$ cat config.mk
export PLATFORM = sky130hd
export DESIGN_NAME = icache_flat
export DESIGN_NICKNAME = d
export VERILOG_FILES = /design/src/rtl/icache_if.sv /design/src/rtl/icache.sv /design/src/flat_wrapper.sv
export SDC_FILE = /design/constraint.sdc
export NUM_CORES = 1
export LEC_CHECK = 0
export ABC_AREA = 1
export CORE_MARGIN = 2
export CORE_UTILIZATION = 26
export CTS_CLUSTER_DIAMETER = 80
export DETAILED_ROUTE_END_ITERATION = 10
export PLACE_DENSITY = 0.38
export SYNTH_ARGS = -nofsm -noshare
export SYNTH_HDL_FRONTEND = slang
export SYNTH_SLANG_ARGS = --single-unit
$ cat constraint.sdc
create_clock -name CLK -period 14.15 [get_ports CLK]
set_clock_uncertainty 0.2 [all_clocks]
set_input_delay 4.245 -clock CLK [delete_from_list [all_inputs] [get_ports CLK]]
set_output_delay 4.245 -clock CLK [all_outputs]
set_load 0.03 [all_outputs]
$ cat src/rtl/icache_if.sv
// Fetch-side and memory-side signals of the direct-mapped instruction cache.
// slave = cache view; master = datapath/memory-controller view.
interface icache_if;
  logic        imemREN;
  logic [31:0] imemaddr;
  logic        ihit;
  logic [31:0] imemload;
  logic        iREN;
  logic [31:0] iaddr;
  logic        iwait;
  logic [31:0] iload;
  logic [15:0] misscount;

  modport slave (
    input  imemREN, imemaddr, iwait, iload,
    output ihit, imemload, iREN, iaddr, misscount
  );

  modport master (
    output imemREN, imemaddr, iwait, iload,
    input  ihit, imemload, iREN, iaddr, misscount
  );
endinterface

$ cat src/rtl/icache.sv
// Direct-mapped read-only I-cache: 0-cycle hits, single-word fill on miss (>= 2 cycles).
// Fetch stalls via ihit=0 until the fill lands; memory backpressure via iwait holds FETCH.
module icache #(
  parameter int SETS  = 16,
  parameter int IDX_W = $clog2(SETS)
) (
  input logic     CLK,
  input logic     nRST,
  icache_if.slave cif
);
  localparam int TAG_W = 30 - IDX_W;

  typedef logic [31:0] word_t;
  typedef enum logic {IDLE, FETCH} state_t;

  state_t           state, next_state;
  logic [SETS-1:0]  valid;
  logic [TAG_W-1:0] tags [SETS];
  word_t            data [SETS];
  word_t            missaddr;
  logic [15:0]      misscount;

  logic [IDX_W-1:0] req_idx, fill_idx;
  logic [TAG_W-1:0] req_tag, fill_tag;
  logic             hit;
  logic             miss_start;
  logic             fill_en;
  logic             unused_offset;

  assign req_idx  = cif.imemaddr[IDX_W+1:2];
  assign req_tag  = cif.imemaddr[31:IDX_W+2];
  assign fill_idx = missaddr[IDX_W+1:2];
  assign fill_tag = missaddr[31:IDX_W+2];
  assign hit      = valid[req_idx] && (tags[req_idx] == req_tag);

  // Byte offset is irrelevant to a word-granular cache.
  assign unused_offset = ^cif.imemaddr[1:0];

  always_ff @(posedge CLK) begin
    if (!nRST) begin
      state     <= IDLE;
      valid     <= '0;
      missaddr  <= '0;
      misscount <= '0;
    end else begin
      state <= next_state;
      if (miss_start) missaddr <= {cif.imemaddr[31:2], 2'b00};
      if (fill_en) begin
        valid[fill_idx] <= 1'b1;
        misscount       <= misscount + 16'd1;
      end
    end
  end

  // Frame payload needs no reset; the valid bits guard it.
  always_ff @(posedge CLK) begin
    if (nRST && fill_en) begin
      tags[fill_idx] <= fill_tag;
      data[fill_idx] <= cif.iload;
    end
  end

  always_comb begin
    next_state   = state;
    miss_start   = 1'b0;
    fill_en      = 1'b0;
    cif.ihit     = 1'b0;
    cif.imemload = '0;
    cif.iREN     = 1'b0;
    cif.iaddr    = '0;
    unique case (state)
      IDLE: begin
        if (cif.imemREN) begin
          if (hit) begin
            cif.ihit     = 1'b1;
            cif.imemload = data[req_idx];
          end else begin
            miss_start = 1'b1;
            next_state = FETCH;
          end
        end
      end
      FETCH: begin
        // A redirect here is ignored; the fill always completes to missaddr.
        cif.iREN  = 1'b1;
        cif.iaddr = missaddr;
        if (!cif.iwait) begin
          fill_en    = 1'b1;
          next_state = IDLE;
        end
      end
      default: next_state = IDLE;
    endcase
  end

  assign cif.misscount = misscount;
endmodule
$ cat src/flat_wrapper.sv
// flat-port wrapper written by rule: the top's interface ports become plain ports
module icache_flat 
#(
  parameter int SETS  = 16,
  parameter int IDX_W = $clog2(SETS)
)
  (CLK, nRST, cif_imemREN, cif_imemaddr, cif_iwait, cif_iload, cif_ihit, cif_imemload, cif_iREN, cif_iaddr, cif_misscount);
  icache_if cif_i ();
  input logic CLK;
  input logic nRST;
  input wire logic [$bits(cif_i.imemREN)-1:0] cif_imemREN;
  input wire logic [$bits(cif_i.imemaddr)-1:0] cif_imemaddr;
  input wire logic [$bits(cif_i.iwait)-1:0] cif_iwait;
  input wire logic [$bits(cif_i.iload)-1:0] cif_iload;
  output wire logic [$bits(cif_i.ihit)-1:0] cif_ihit;
  output wire logic [$bits(cif_i.imemload)-1:0] cif_imemload;
  output wire logic [$bits(cif_i.iREN)-1:0] cif_iREN;
  output wire logic [$bits(cif_i.iaddr)-1:0] cif_iaddr;
  output wire logic [$bits(cif_i.misscount)-1:0] cif_misscount;
  assign cif_i.imemREN = cif_imemREN;
  assign cif_i.imemaddr = cif_imemaddr;
  assign cif_i.iwait = cif_iwait;
  assign cif_i.iload = cif_iload;
  assign cif_ihit = cif_i.ihit;
  assign cif_imemload = cif_i.imemload;
  assign cif_iREN = cif_i.iREN;
  assign cif_iaddr = cif_i.iaddr;
  assign cif_misscount = cif_i.misscount;
  icache #(.SETS(SETS), .IDX_W(IDX_W)) u_core (.CLK(CLK), .nRST(nRST), .cif(cif_i));
endmodule
==> results of run 1 <==
## per-stage QoR
step	util, %	area [sq um]	hold slack (ns)	power [mW]
floorplan	-	40700	0.258	3.54
global placement	28.7	44700	0.247	3.71
detailed placement	28.7	44700	0.259	3.71
CTS	31.1	48400	0.267	6.71
global route	31.1	48400	0.300	6.85
finish	31.1	48400	0.265	6.62
## per-layer routing
metal  vias up  global-route usage [%]  part of all wire, %
met5         -                       0                0.073
met4        16                    3.42                  1.9
met3       168                    2.88                  4.1
met2       506                    25.9                   46
met1     13378                    22.9                   48
li1      12693                       -                    -
## critical path: stages
cell and delay, ns:
buf_8 0.16, inv_8 0.56, buf_4 0.40, nand2_1 0.08, nand2_1 0.06, nand2_1 0.05
nand3_1 0.12, nand3_1 0.19, nand3_1 0.13, nand2_1 0.08, nor2_1 0.10, nand2_1 0.08
nor2_1 0.11, nand2_1 0.10, nor2_2 0.29, nand2_2 0.09, buf_4 0.34, a21oi_1 0.66
buf_12 0.20
## final cells by class
class	count	area, sq um
clock inverter	70	769
sequential	991	29100
clock buffer	136	2950
inverter	282	1080
multi-input combinational	2090	9630
tap	2058	2570
fill	15909	107000
timing repair buffer	205	2250
## layout by cell type, fill, tap and decap left out, types with 4 or more instances in the layout
cell type	n
o22ai_1	16
a21oi_1	276
nand3_1	338
clkbuf_16	112
nand2_1	1013
dfxtp_1	62
nor3_1	9
clkinv_2	19
clkinv_1	29
o211ai_1	8
a221oi_1	116
o31ai_1	9
nor2_4	17
clkbuf_8	6
o21ai_1	4
inv_1	278
o21ai_0	86
a31oi_1	6
clkdlybuf4s50_1	107
or2_2	5
buf_4	60
edfxtp_1	928
clkbuf_1	18
bufinv_16	14
buf_12	34
nor2_1	172
## state kept, by name, summed over array words and instances (netlist names)
name and cells:
u_core.data 512, u_core.cif.misscount 16, u_core.tags 416, u_core.missaddr 30
u_core.state 1, u_core.valid 16
## path summary, 6_finish.rpt
path	startpoint	endpoint	slack, ns
worst max-delay path	cif_imemaddr[2]	cif_imemload[3]	1.24
worst min register to register	u_core.cif.misscount[15]	u_core.cif.misscount[15]	0.26
worst min-delay path	u_core.cif.misscount[15]	u_core.cif.misscount[15]	0.26
worst max register to register	u_core.state	u_core.data[4][17]	10.10
## power by group through the flow
stage	sequential [mW]	combinational (mW)	clock [mW]
after floorplan	3.31	0.224	0
after global placement	3.33	0.387	0
after detailed placement	3.33	0.385	0
after CTS	3.26	0.386	3.06
after global routing	3.27	0.424	3.16
final	3.26	0.380	2.98
## kinds of logic (layout without fill, tap and decap cells)
group / count (synthesis) / in the layout / synth area share [%]
buffers and inverters: 501 / 693 / 5.00
DFF: 991 / 991 / 71.6
other: 1 / 2 / 0.00922
adders and majority gates: 1 / 1 / 0.0308
AOI/OAI and AO/OA: 525 / 525 / 7.74
and+or+nand+nor: 1562 / 1562 / 15.6
==> impl_results.md, run 1 <==
* Status: completed
* Share of cells above drive strength 1 at about 7.6%
* Clock share of power at between 40 and 50%
* Peak supply drop at between 0.09 and 0.1 mV
* DR iter-0 viols at roughly 1.9k
* CTS H-tree depth at 3
* Asr flop ratio synth at 0%
* Resize count post-CTS at 0
* Initial antenna violation count at 11
* Placement Rows at around 150
* Total vias in the final route at 26.8k
* Synth area leader: edfxtp_1
* Yosys cell types at 32
* Leak at 17.6 nW
* Cts hold-fix bufs at 0
* Cells after Synth at approximately 3.6k
* Maximum clock path buffer count at 3
* Worst slew pin tran at about 1.1 ns
* DP Wirelength at around 64 mm
* Die Wd at approximately 400 microns
* FF+latch count, synth at just under 1k
* Largest net degree at the start of global routing at between 100 and 150
* Worst path arrival time at between 8 and 9 ns
* Slew Viols, Final at 0
* Fmax at just under 80 MHz
* Layout Area Growth over Synthesis at 19.0%
* Grt ovf at 0
* Comb pwr share at ~5.7%
* Root buf cell: clkbuf_16
* Maxcap violations at 0
* Syn. warnings at 0
* Final ANT Viol Nets at 0
* Final WS setup at between 1 and 1.5 ns
* Hold Fails Final Rpt at 0
* Commonest cells in the netlist: nand2_1 (1013), edfxtp_1 (928), nand3_1 (338), inv_1 (281), a21oi_1 (276)
* Setup CP Type: in2out
* Library cell with the highest instance count after synthesis: nand2_1
* Tcrit/Tclk final at roughly 90%
* Number of synthesized flops with an enable pin at approximately 930
* Largest cells by area after synthesis: edfxtp_1 (69%), nand2_1 (9.4%), nand3_1 (4.2%), a21oi_1 (3.4%), dfxtp_1 (3.1%)
* CP max FO at 134
* Post-synth top flop: edfxtp_1
* Vias/cell at 4.59
* First-pass GRT wire length at approximately 190 mm
* N_diodes at 0
* Sequential power share at between 40 and 50%
* GRT Util Overall at 16.2%
* NumNets Final at 3750
* Worst-Skew Late Latency at between 0.7 and 0.8 ns
* Final cell count without fillers at just under 6k
* Core area at 156000 sq um
* Mean Syn Cell Area at roughly 11 sq um
* Initial Util at around a quarter
* CTS tree: yes
* Minimum clock period at about 13 ns
* Crit. End Element: output port
* Worst r2r path cells at 7
* Slew headroom at approximately 25%
* Share of the synthesized area in the top cell type at approximately 69%
* Port bufs at between 100 and 150
* DR WL/cell at around 22 microns
* Sequential-to-total area share from yosys stat at a little under three quarters
* Setup_tns at 0 ns
* Router iterations before antenna repair at 6
* CTS Buf Count at approximately 110
* Top Ports at 150
* RSZ-0062 raised after global routing: no
* Internal Power at 5.08 mW
* Startpoint Class: input pin
* Switching pwr at approximately 1.5 mW
* Sw frac at roughly a quarter
* # DRC at 0
* CP Data Required Time at 9.70 ns
* Die footprint at approximately 160000 sq um
* Die height at between 300 and 400 microns
* Setup violators final at 0
* Final WL at 131 mm
* Inst Count DP at approximately 5.6k
* Hold Path Class: reg2reg
* Number of global-route vias before repair at around 26k
* Routability cong. at 0.740
* Synthesized area at 40700 sq um
* Clock Sinks at 991
* Power Density at between 100 and 150 nW/um^2
* Hold Crit Depth at 1
* Dpl ws at 1.19 ns
* Post-CTS Setup Bufs at 0
* Clock transition at path regs at approximately 0.060 ns
No activity file was read; power rests on OpenSTA's default activity.
==> run 2, diff against run 1 <==
--- a/config.mk
+++ b/config.mk
@@ -8,8 +8,10 @@
 export ABC_AREA = 1
 export CORE_MARGIN = 2
 export CORE_UTILIZATION = 26
+export CTS_BUF_LIST = sky130_fd_sc_hd__clkbuf_16
 export CTS_CLUSTER_DIAMETER = 80
 export DETAILED_ROUTE_END_ITERATION = 10
+export HOLD_SLACK_MARGIN = 0.02
 export PLACE_DENSITY = 0.38
 export SYNTH_ARGS = -nofsm -noshare
 export SYNTH_HDL_FRONTEND = slang
==> impl_results.md, run 2 (synthesis results as in run 1) <==
* Grt ovf at 0
* Commonest non-fill, non-tap cell in the layout: nand2_1
* Setup_tns at 0 ns
* Worst-Skew Late Latency at 0.74 ns
* CTS H-tree depth at 3
* Core area at 156000 sq um
* Commonest non-fill, non-tap cells in the layout: nand2_1 (1013), edfxtp_1 (928), nand3_1 (338)
* RSZ-0062 raised after global routing: no
* Tcrit/Tclk final at 91.3%
* Worst slew pin tran at 1.12 ns
* Die Wd at about 400 microns
* GRT Util Overall at between 15 and 20%
* # DRC at 0
* Cell Chain, Critical Path: buf_8 -> inv_8 -> buf_4 -> nand2_1 -> nand2_1 -> nand2_1 -> nand3_1 -> nand3_1 -> nand2_1 -> nand2_1 -> nand2_1 -> nand2_1 -> nor2_1 -> nand3_1 -> nor2_2 -> nand2_2 -> buf_4 -> a21oi_1 -> buf_12
* Inst Count DP at 5626
* Top Ports at 150
* Startpoint Class: input pin
* Layout Area Growth over Synthesis at 18.9%
* DR iter-0 viols at 1824
* Root buf cell: clkbuf_16
* Largest regs: u_core.data (512), u_core.tags (416), u_core.missaddr (30)
* Die footprint at 160000 sq um
* Share of cells above drive strength 1 at between 7 and 8%
* Hold Crit Depth at 1
* First-pass GRT wire length at 189 mm
* Resize count post-CTS at 0
* Total vias in the final route at roughly 27k
* Initial antenna violation count at 11
* Worst path most repeated cell: nand2_1
* Port bufs at 145
* R2r endpoint: u_core.data[4][17]
* Post-CTS Setup Bufs at 0
* Router iterations before antenna repair at 5
* Largest register FFs at about 500
* Clock Sinks at 991
* Fmax at approximately 77 MHz
* CP max FO at between 100 and 150
* Worst hold path endpoint: u_core.cif.misscount[15]
* Fillers at around 16k
* Setup CP Type: in2out
* DP Wirelength at between 60 and 70 mm
* Power Density at around 140 nW/um^2
* Vias/cell at roughly 4.6
* N_diodes at 0
* Crit path buffers/inverters at 5
* R2R setup slack at 10.10 ns
* Maximum clock path buffer count at 3
* Crit path max-delay family: buffers and inverters
* Number of global-route vias before repair at ~26k
* Worst path arrival time at 8.48 ns
* Worst r2r src: u_core.state
* DR WL/cell at 22.4 microns
* Crit. End Element: output port
* Reg with most FFs: u_core.data
* Peak supply drop at around 0.097 mV
* Minimum clock period at approximately 13 ns
* Placement Rows at approximately 150
* Initial Util at about a quarter
* Cts hold-fix bufs at 0
* Worst r2r path cells at 7
* Largest net degree at the start of global routing at ~150
* Maxcap violations at 0
* CTS tree: yes
* Hold Path Class: reg2reg
* Worst min-delay path startpoint: u_core.cif.misscount[15]
* Slowest stage delay, CP at ~0.69 ns
* Routability cong. at 0.740
* CP max stage cell: inv_8
* Final ANT Viol Nets at 0
* Hold Fails Final Rpt at 0
* Clock transition at path regs at roughly 0.06 ns
* Final cell count without fillers at about 5.8k
* Slew Viols, Final at 0
* Final WL at 131 mm
* NumNets Final at about 3.8k
* Status: completed
* Slew headroom at around a quarter
* CTS Buf Count at between 100 and 150
* Setup violators final at 0
* Die height at around 400 microns
* CP Data Required Time at between 9 and 10 ns
* Leak at ~18 nW
==> run 2: cell types whose count changed in the layout (fill, tap and decap cells not counted) <==
| cell | previous run | this run |
|---|---|---|
| clkbuf_1 | 18 | 0 |
| clkbuf_8 | 6 | 0 |
| clkinv_1 | 29 | 35 |
| inv_1 | 278 | 296 |
==> run 2: layout make-up <==
class                      count  area [sq um]  area share [%]
clock buffer                 112          2800            5.80
clock inverter                94           860            1.78
inverter                     282          1080            2.24
multi-input combinational   2090          9630            19.9
sequential                   991         29100            60.3
tap                         2058          2570            5.33
timing repair buffer         205          2250            4.65
==> run 2: how the worst max path moves through the flow <==
| stage | startpoint | endpoint | slack (ns) | cells past startpoint |
|---|---|---|---|---|
| after floorplan | cif_imemaddr[2] | cif_imemload[11] | 3.43 | 17 |
| after global placement | cif_imemaddr[2] | cif_imemload[3] | 1.17 | 19 |
| after detailed placement | cif_imemaddr[2] | cif_imemload[3] | 1.19 | 19 |
| after CTS | cif_imemaddr[2] | cif_imemload[3] | 1.17 | 19 |
| after global routing | cif_imemaddr[2] | cif_imemload[3] | 0.96 | 19 |
| final | cif_imemaddr[2] | cif_imemload[3] | 1.23 | 19 |
==> run 2: per-stage QoR <==
stage               setup WS (ns)  hold slack, ns  power [mW]  cell area, sq um  utilization [%]
floorplan                    3.43           0.258        3.54             40700                -
global placement             1.17           0.247        3.71             44700             28.7
detailed placement           1.19           0.259        3.71             44700             28.7
CTS                          1.17           0.267        6.66             48300             31.0
global route                0.963           0.300        6.81             48300             31.0
finish                       1.23           0.264        6.57             48300             31.0
==> run 2: metal layers <==
| layer | GRT usage (%) | wire length (microns) |
|---|---|---|
| met5 | 0 | 95 |
| met3 | 2.91 | 5690 |
| met1 | 22.9 | 61900 |
| met4 | 3.48 | 2490 |
| met2 | 26.0 | 60400 |
==> run 2: power breakdown <==
part / switching, mW / internal, mW
combinational: 0.272 / 0.107
clock: 1.24 / 1.69
sequential: 0.0341 / 3.23
==> run 3, diff against run 2 <==
--- a/config.mk
+++ b/config.mk
@@ -7,12 +7,12 @@
 export LEC_CHECK = 0
 export ABC_AREA = 1
 export CORE_MARGIN = 2
-export CORE_UTILIZATION = 26
+export CORE_UTILIZATION = 45
 export CTS_BUF_LIST = sky130_fd_sc_hd__clkbuf_16
 export CTS_CLUSTER_DIAMETER = 80
 export DETAILED_ROUTE_END_ITERATION = 10
 export HOLD_SLACK_MARGIN = 0.02
-export PLACE_DENSITY = 0.38
+export PLACE_DENSITY_LB_ADDON = 0.1
 export SYNTH_ARGS = -nofsm -noshare
 export SYNTH_HDL_FRONTEND = slang
 export SYNTH_SLANG_ARGS = --single-unit
==> impl_results.md, run 3 (synthesis results as in run 1) <==
* Status: completed
* # DRC at 0
* Hold Crit Depth at 1
* Cell Chain, Critical Path: buf_8 -> inv_8 -> buf_4 -> nand2_1 -> nand2_1 -> nand2_1 -> nand3_1 -> nand3_1 -> nand3_1 -> nand2_1 -> inv_1 -> nand2_1 -> nor2_1 -> nand3_1 -> nor2_2 -> nand2_2 -> a21oi_1 -> clkdlybuf4s50_1
* R2r endpoint: u_core.tags[14][25]
* Worst slew pin tran at ~1.2 ns
* Startpoint Class: input pin
* Worst path most repeated cell: nand2_1
* Routability cong. at a little over 0.8
* Peak supply drop at around 0.11 mV
* Minimum clock period at roughly 13 ns
* Clock Sinks at roughly 990
* Dpl ws at ~1.1 ns
* Comb pwr share at about 5.8%
* Slowest stage delay, CP at approximately 0.75 ns
* Layout Area Growth over Synthesis at 14.6%
* Initial antenna violation count at 5
* Worst path arrival time at 8.59 ns
* Final ANT Viol Nets at 0
* Root buf cell: clkbuf_16
* Largest register FFs at 512
* Setup_tns at 0 ns
* Final WL at 113 mm
* Worst min-delay path startpoint: u_core.cif.misscount[15]
* DP Wirelength at 55.6 mm
* DR iter-0 viols at about 2.3k
* Fmax at 76.7 MHz
* Die footprint at between 90000 and 100000 sq um
* CP max FO at between 100 and 150
* Hold Path Class: reg2reg
* DR WL/cell at 23.0 microns
* Fillers at between 7k and 8k
* Power Density at between 100 and 150 nW/um^2
* Slew headroom at between 10% and 20%
* CTS Buf Count at around 100
* Router iterations before antenna repair at 5
* CP max stage cell: clkdlybuf4s50_1
* Setup violators final at 0
* Tcrit/Tclk final at a little over 90%
* Slew Viols, Final at 0
* RSZ-0062 raised after global routing: no
* Worst r2r src: u_core.state
* CTS tree: yes
* Maximum clock path buffer count at 3
* Sw frac at 22.7%
* CP Data Required Time at between 9 and 10 ns
* Clock share of power at between 40% and 50%
* Cts hold-fix bufs at 0
* Setup CP Type: in2out
* Number of global-route vias before repair at roughly 27k
* Worst-Skew Late Latency at 0.67 ns
* Largest regs: u_core.data (512), u_core.tags (416), u_core.missaddr (30)
* Sequential power share at ~52%
* Post-CTS Setup Bufs at 0
* NumNets Final at 3736
* Core area at ~90000 sq um
* Hold Fails Final Rpt at 0
* CTS H-tree depth at 3
* Placement Rows at 110
* Grt ovf at 0
* Die height at between 300 and 400 microns
* Top Ports at 150
* Die Wd at slightly above 300 microns
* Commonest non-fill, non-tap cell in the layout: nand2_1
* Clock transition at path regs at around 0.060 ns
* Commonest non-fill, non-tap cells in the layout: nand2_1 (1013), edfxtp_1 (928), nand3_1 (338)
* Reg with most FFs: u_core.data
* Maxcap violations at 0
* Switching pwr at about 1.4 mW
* GRT Util Overall at 24.0%
* Leak at approximately 17 nW
* Share of cells above drive strength 1 at about 6.3%
* Worst hold path endpoint: u_core.cif.misscount[15]
* Resize count post-CTS at 0
* Final WS setup at 1.11 ns
* Initial Util at 45.3%
* Worst r2r path cells at 7
* Crit. End Element: output port
* Total vias in the final route at around 27k
* First-pass GRT wire length at around 170 mm
* Largest net degree at the start of global routing at around 230
* Vias/cell at between 5 and 6
* R2R setup slack at 10.00 ns
* Internal Power at around 4.8 mW
* Port bufs at roughly 150
run 3: cell count changes in the layout (fill, tap and decap cells not counted), moves of 2 or more:
| cell | previous run | this run |
|---|---|---|
| clkdlybuf4s50_1 | 107 | 140 |
| buf_12 | 34 | 8 |
| clkinv_1 | 35 | 22 |
| buf_4 | 60 | 48 |
| clkbuf_16 | 112 | 103 |
| clkinv_2 | 19 | 24 |
| bufinv_16 | 14 | 10 |
| inv_2 | 0 | 4 |
| clkinv_8 | 0 | 2 |
| inv_6 | 3 | 1 |
run 3: metrics by stage:
stage / util (%) / total power [mW] / cells / area (sq um) / hold slack [ns]
after global placement: 48.2 / 3.68 / 4739 / 43300 / 0.249
after CTS: 51.9 / 6.31 / 4930 / 46600 / 0.283
after global routing: 51.9 / 6.46 / 4931 / 46600 / 0.306
after floorplan: - / 3.54 / 3582 / 40700 / 0.258
final: 51.9 / 6.27 / 4931 / 46600 / 0.284
after detailed placement: 48.2 / 3.69 / 4739 / 43300 / 0.258
run 3: layout make-up:
| cell class | instances | area, sq um | share of cell area [%] |
|---|---|---|---|
| inverter | 282 | 1080 | 2.31 |
| sequential | 991 | 29100 | 62.5 |
| tap | 1176 | 1470 | 3.16 |
| antenna | 1 | 2.50 | 0.00537 |
| multi-input combinational | 2090 | 9620 | 20.7 |
| clock inverter | 88 | 749 | 1.61 |
| clock buffer | 103 | 2580 | 5.53 |
| timing repair buffer | 200 | 1960 | 4.20 |
run 3: critical path, delay by kind of cell:
family,cells,cell delay [ns]
buf+inv,5,1.98
compound gates,1,0.52
simple gates,12,1.66
run 3: power groups by stage:
stage	logic (mW)	clock network (mW)	registers (mW)
floorplan	0.224	0	3.31
global placement	0.356	0	3.32
detailed placement	0.364	0	3.32
CTS	0.366	2.69	3.26
global route	0.403	2.79	3.27
finish	0.365	2.65	3.26
run 3: per-layer routing:
metal	track usage, %	vias to the layer above	share of wire (%)
met4	7.71	4	2.9
met1	32.2	13456	43
met2	40.3	930	48
li1	-	12661	-
met3	3.49	198	6.2
met5	0	-	0.026
run 3: worst max-delay path by stage:
stage	startpoint	endpoint
CTS	cif_imemaddr[2]	cif_imemload[8]
global placement	cif_imemaddr[2]	cif_imemload[15]
finish	cif_imemaddr[2]	cif_imemload[8]
detailed placement	cif_imemaddr[2]	cif_imemload[15]
global route	cif_imemaddr[2]	cif_imemload[15]
floorplan	cif_imemaddr[2]	cif_imemload[11]
